### config.mk
export PLATFORM = sky130hd
export DESIGN_NAME = branch_pred
export DESIGN_NICKNAME = d
export VERILOG_FILES = /design/src/rtl/branch_pred.sv
export SDC_FILE = /design/constraint.sdc
export NUM_CORES = 2
export LEC_CHECK = 0
export BUFFER_PORTS_ARGS = -buffer_cell sky130_fd_sc_hd__buf_4
export CAP_MARGIN = 15
export CORE_MARGIN = 1.5
export CORE_UTILIZATION = 55
export CTS_BUF_LIST = sky130_fd_sc_hd__clkbuf_4 sky130_fd_sc_hd__clkbuf_8
export CTS_CLUSTER_SIZE = 30
export DETAILED_ROUTE_END_ITERATION = 16
export PLACE_DENSITY = 0.8
export REMOVE_ABC_BUFFERS = 1
export SYNTH_ARGS = -nofsm -noshare
export SYNTH_HDL_FRONTEND = slang
export SYNTH_SLANG_ARGS = --single-unit
### constraint.sdc
create_clock -name clk -period 4.2 [get_ports clk]
set_input_delay 0.42 -clock clk [delete_from_list [all_inputs] [get_ports clk]]
set_output_delay 0.42 -clock clk [all_outputs]
set_load 0.01 [all_outputs]
### src/rtl/branch_pred.sv
// Direct-mapped branch predictor: 2-bit saturating counters with a target cache,
// combinational lookup, clocked update, one-cycle mispredict redirect and event counters.
module branch_pred #(
    parameter int unsigned ENTRIES  = 16,
    parameter int unsigned INST_LEN = 4
) (
    input  logic        clk,
    input  logic        rst_n,
    input  logic [31:0] if_pc,
    output logic        pred_taken,
    output logic [31:0] pred_npc,
    input  logic        upd_valid,
    input  logic [31:0] upd_pc,
    input  logic        upd_is_br,
    input  logic        upd_taken,
    input  logic [31:0] upd_dnpc,
    input  logic [31:0] upd_pred_npc,
    output logic        redirect_valid,
    output logic [31:0] redirect_pc,
    output logic [31:0] br_cnt,
    output logic [31:0] miss_cnt
);

    localparam int unsigned IDX   = $clog2(ENTRIES);
    localparam int unsigned TAG_W = 32 - IDX - 2;

    logic             valid_q  [ENTRIES];
    logic [1:0]       ctr_q    [ENTRIES];
    logic [TAG_W-1:0] tag_q    [ENTRIES];
    logic [31:0]      target_q [ENTRIES];

    logic        redirect_valid_q;
    logic [31:0] redirect_pc_q;
    logic [31:0] br_cnt_q;
    logic [31:0] miss_cnt_q;

    // Lookup reads only registered table state, so same-cycle updates are not visible.
    logic [IDX-1:0] lk_idx;
    logic           lk_hit;

    assign lk_idx     = if_pc[IDX+1:2];
    assign lk_hit     = valid_q[lk_idx] && (tag_q[lk_idx] == if_pc[31:IDX+2]);
    assign pred_taken = lk_hit & ctr_q[lk_idx][1];
    assign pred_npc   = pred_taken ? target_q[lk_idx] : if_pc + 32'(INST_LEN);

    logic [IDX-1:0] up_idx;
    logic           up_hit;
    logic           accept;
    logic           br_upd;
    logic           mispredict;
    logic [1:0]     ctr_nxt;

    // Updates arriving while a redirect is pending belong to the squashed wrong path.
    assign up_idx     = upd_pc[IDX+1:2];
    assign up_hit     = valid_q[up_idx] && (tag_q[up_idx] == upd_pc[31:IDX+2]);
    assign accept     = upd_valid & ~redirect_valid_q;
    assign br_upd     = accept & upd_is_br;
    assign mispredict = accept & (upd_pred_npc != upd_dnpc);

    always_comb begin
        ctr_nxt = ctr_q[up_idx];
        if (upd_taken && ctr_q[up_idx] != 2'd3) begin
            ctr_nxt = ctr_q[up_idx] + 2'd1;
        end else if (!upd_taken && ctr_q[up_idx] != 2'd0) begin
            ctr_nxt = ctr_q[up_idx] - 2'd1;
        end
    end

    always_ff @(posedge clk or negedge rst_n) begin
        if (!rst_n) begin
            for (int i = 0; i < ENTRIES; i++) begin
                valid_q[i] <= 1'b0;
                ctr_q[i]   <= 2'd1;
            end
        end else if (br_upd) begin
            if (up_hit) begin
                ctr_q[up_idx] <= ctr_nxt;
            end else if (upd_taken) begin
                valid_q[up_idx] <= 1'b1;
                ctr_q[up_idx]   <= 2'd2;
            end
        end
    end

    // On a hit the tag already matches, so rewriting it is harmless.
    always_ff @(posedge clk) begin
        if (br_upd && upd_taken) begin
            tag_q[up_idx]    <= upd_pc[31:IDX+2];
            target_q[up_idx] <= upd_dnpc;
        end
    end

    always_ff @(posedge clk or negedge rst_n) begin
        if (!rst_n) begin
            redirect_valid_q <= 1'b0;
            redirect_pc_q    <= 32'd0;
            br_cnt_q         <= 32'd0;
            miss_cnt_q       <= 32'd0;
        end else begin
            redirect_valid_q <= mispredict;
            if (mispredict) begin
                redirect_pc_q <= upd_dnpc;
                miss_cnt_q    <= miss_cnt_q + 32'd1;
            end
            if (br_upd) begin
                br_cnt_q <= br_cnt_q + 32'd1;
            end
        end
    end

    assign redirect_valid = redirect_valid_q;
    assign redirect_pc    = redirect_pc_q;
    assign br_cnt         = br_cnt_q;
    assign miss_cnt       = miss_cnt_q;

    logic unused_pc_bits;
    assign unused_pc_bits = ^{if_pc[1:0], upd_pc[1:0]};

endmodule
==> reports/summary.txt <==
placed inst area: 0.0517 mm^2
synth unique cells: 75
detailed-route wire length: 134000 um
Synth Flop Type: edfxtp_1
synth top area cells: edfxtp_1 59%, mux4_2 18%, dfrtp_1 6.8%, mux2i_1 2.7%, mux2_2 1.8%
Post-Layout Cell Count: 4264
placed wire-length estimate: 79600 um
IO Port Bufs: 260
flops & latches, synth: 1073
1st-iter DRT viols: 3760
vias: 28152
FP Rows: 107
share of the synthesized area in the top cell type: 59.0%
clk_skew: 0.0745 ns
DR WL/cell: 31.3 um
final core utilization: 66.2%
Max Cap Violations: 0
Critical Path RT: 3.78 ns
startpoint class of the critical path: register
Initial Util: 55.5%
overall routing resource usage: 30.7%
fmax: 0.215 GHz
pin count of the biggest net entering global routing: 98
die width: 296 um
slew margin rel.: 36.3%
Chip Height: 296 um
antenna-violating nets left: 0
die area: 0.0877 mm^2
Seq/Total Area, Yosys: 66.7%
largest stage delay on the critical path: 0.50 ns
Top Family by Delay on Critical Path: multiplexers
Reg clk slew, reported paths: 0.06 ns
worst skew pair latency: 0.85 ns
nets@finish: 3110
Sink Count: 1073
initial antenna violation count: 7
Synth Area per Inst: 19.1 um^2
WHS: 0.113 ns
Cell Pwr Density: 417 mW/mm^2
vias in the first global route: 28905
Max clock buf depth: 3
worst-case vdd ir drop: 0.387 mV
GRT overflow: 0
Cell Chain, Critical Path: mux4_2 -> mux4_2 -> xor2_1 -> nor4_2 -> nand2_4 -> nor4_4 -> buf_6 -> buf_12 -> buf_16 -> mux2_4 -> buf_6
Worst Path Arrival: 4.22 ns
Fin. Hold Viols: 0
violated checks: setup timing
synthesized instance count: 2469
Mapped Area: 0.0473 mm^2
Vias/cell: 6.60
setup TNS: -12.90 ns
Slew Limit Fails: 0
R2R Setup Slk: 0.55 ns
Max H-tree Level: 4
CORE AREA: 0.0851 mm^2
Final Cell Area: 0.0564 mm^2
TritonCTS buffer count: 170
Async S/R FF share, synth: 13.5%
Hold Crit Class: input port to register
setup ws final: -0.441 ns
Final setup viols: 33
routability cong.: 0.896
Yosys warnings: 0
synth-to-layout area growth: 19.2%
TritonRoute pass-1 iters: 5
Worst Path Buf+Inv: 4
top-count cell post-synth: edfxtp_1
RSZ-0062 raised after global routing: yes
crit-path max FO: 8
worst setup path class: register to output pin
IO Pins: 263
Post-synth EDFFs: 928
Commonest cells post-synth: 928 x edfxtp_1, 376 x mux4_2, 129 x dfrtp_1
clk root buf: clkbuf_8
worst slew pin tran: 0.953 ns
Leakage: 19.9 nW
DP Cell Count: 3877
status: finished with violations
TritonCTS clock tree: done
minimum clock period: 4.64 ns
final worst path period share: 111%
first-pass GRT wire length: 192000 um
FILL cells: 5372
Synth area leader: edfxtp_1
share of layout cells above drive strength 1: 38.3%
DRC Markers: 0
Critical Path Sink Type: output pin
CP max-delay cell: mux4_2
-- worst reg2reg max path: stages (launching register included) --
cell,delay (ns)
edfxtp_1,0.39
mux4_1,0.52
mux4_2,0.50
xnor2_2,0.34
a21boi_2,0.30
nand4_1,0.11
or4_1,0.61
buf_4,0.22
o41ai_1,0.32
o21ba_2,0.21
-- layout make-up --
class / instances / area (um^2) / share of cell area (%)
Sequential cell: 1073 / 31500 / 55.9
Antenna cell: 5 / 12.5 / 0.0222
Clock buffer: 237 / 2940 / 5.22
Tap cell: 1144 / 1430 / 2.54
Multi-Input combinational cell: 1231 / 15200 / 27.0
Clock inverter: 78 / 634 / 1.13
Inverter: 22 / 82.6 / 0.147
Timing Repair Buffer: 474 / 4500 / 7.98
-- power breakdown --
| group | leakage (nW) | internal [W] | total, W | switching, W |
|---|---|---|---|---|
| registers | 10.1 | 0.0118 | 0.0120 | 0.000179 |
| logic | 7.86 | 0.00105 | 0.00225 | 0.00119 |
| clock network | 1.90 | 0.00508 | 0.00931 | 0.00423 |
-- sequential cells by signal, summed over array words and instances, names as in the netlist --
signal	count
redirect_pc	32
miss_cnt	32
target_q	512
ctr_q	32
br_cnt	32
redirect_valid	1
valid_q	16
tag_q	416
-- through the flow --
| step | setup WS [ns] | power [W] |
|---|---|---|
| floorplan | -0.622 | 0.0131 |
| global placement | -0.146 | 0.0142 |
| detailed placement | -0.230 | 0.0143 |
| CTS | -0.469 | 0.0236 |
| global route | -0.574 | 0.0242 |
| finish | -0.441 | 0.0235 |
-- layer usage --
layer	up-vias	wire, um	part of all wire, %	GRT usage, %
met4	6	5380	4.0	12.4
met3	344	15900	12	8.70
met1	14555	47200	35	40.3
met5	-	41	0.031	0
met2	2037	65100	49	48.9
li1	11210	-	-	-
-- timing repair --
action,in CTS,in global routing
gates resized for setup,54,16
setup endpoints to repair,33,33
setup buffers,5,1
hold buffers,59,0
cloned,2,1
pin swaps,3,0
hold endpoints to repair,1042,0
-- cell families (layout without fill, tap and decap cells) --
kind of cell	after synthesis	after routing	share of synthesized area, %
AO/OA/AOI/OAI	126	126	1.93
XOR/XNOR	179	179	3.33
adder cells (fa/ha/maj)	5	5	0.132
buffers and inverters	165	811	1.64
flip-flops	1073	1073	66.7
multiplexers	582	582	22.6
other	0	5	0
AND/OR/NAND/NOR	339	339	3.72
-- placed cells by master, fill, tap and decap left out, drive strengths merged, types with 32 or more instances in the layout --
cell	count
dlygate4sd3	59
clkbuf	238
nand3	44
inv	32
edfxtp	928
clkinv	59
mux2	75
dfrtp	129
nand4	51
xnor2	92
nand2	68
xor2	87
buf	414
mux2i	128
nor2	76
mux4	379
-- final timing paths --
check	cells after the start	from	endpoint
max	11	tag_q[10][18]	pred_npc[25]
min	5	upd_is_br	br_cnt[1]
max reg2reg	9	tag_q[9][13]	ctr_q[13]
min reg2reg	1	br_cnt[31]	br_cnt[31]
max in group asynchronous	3	rst_n	ctr_q[0]
min in group asynchronous	2	rst_n	miss_cnt[4]
No activity file was read; power rests on OpenSTA's default activity.
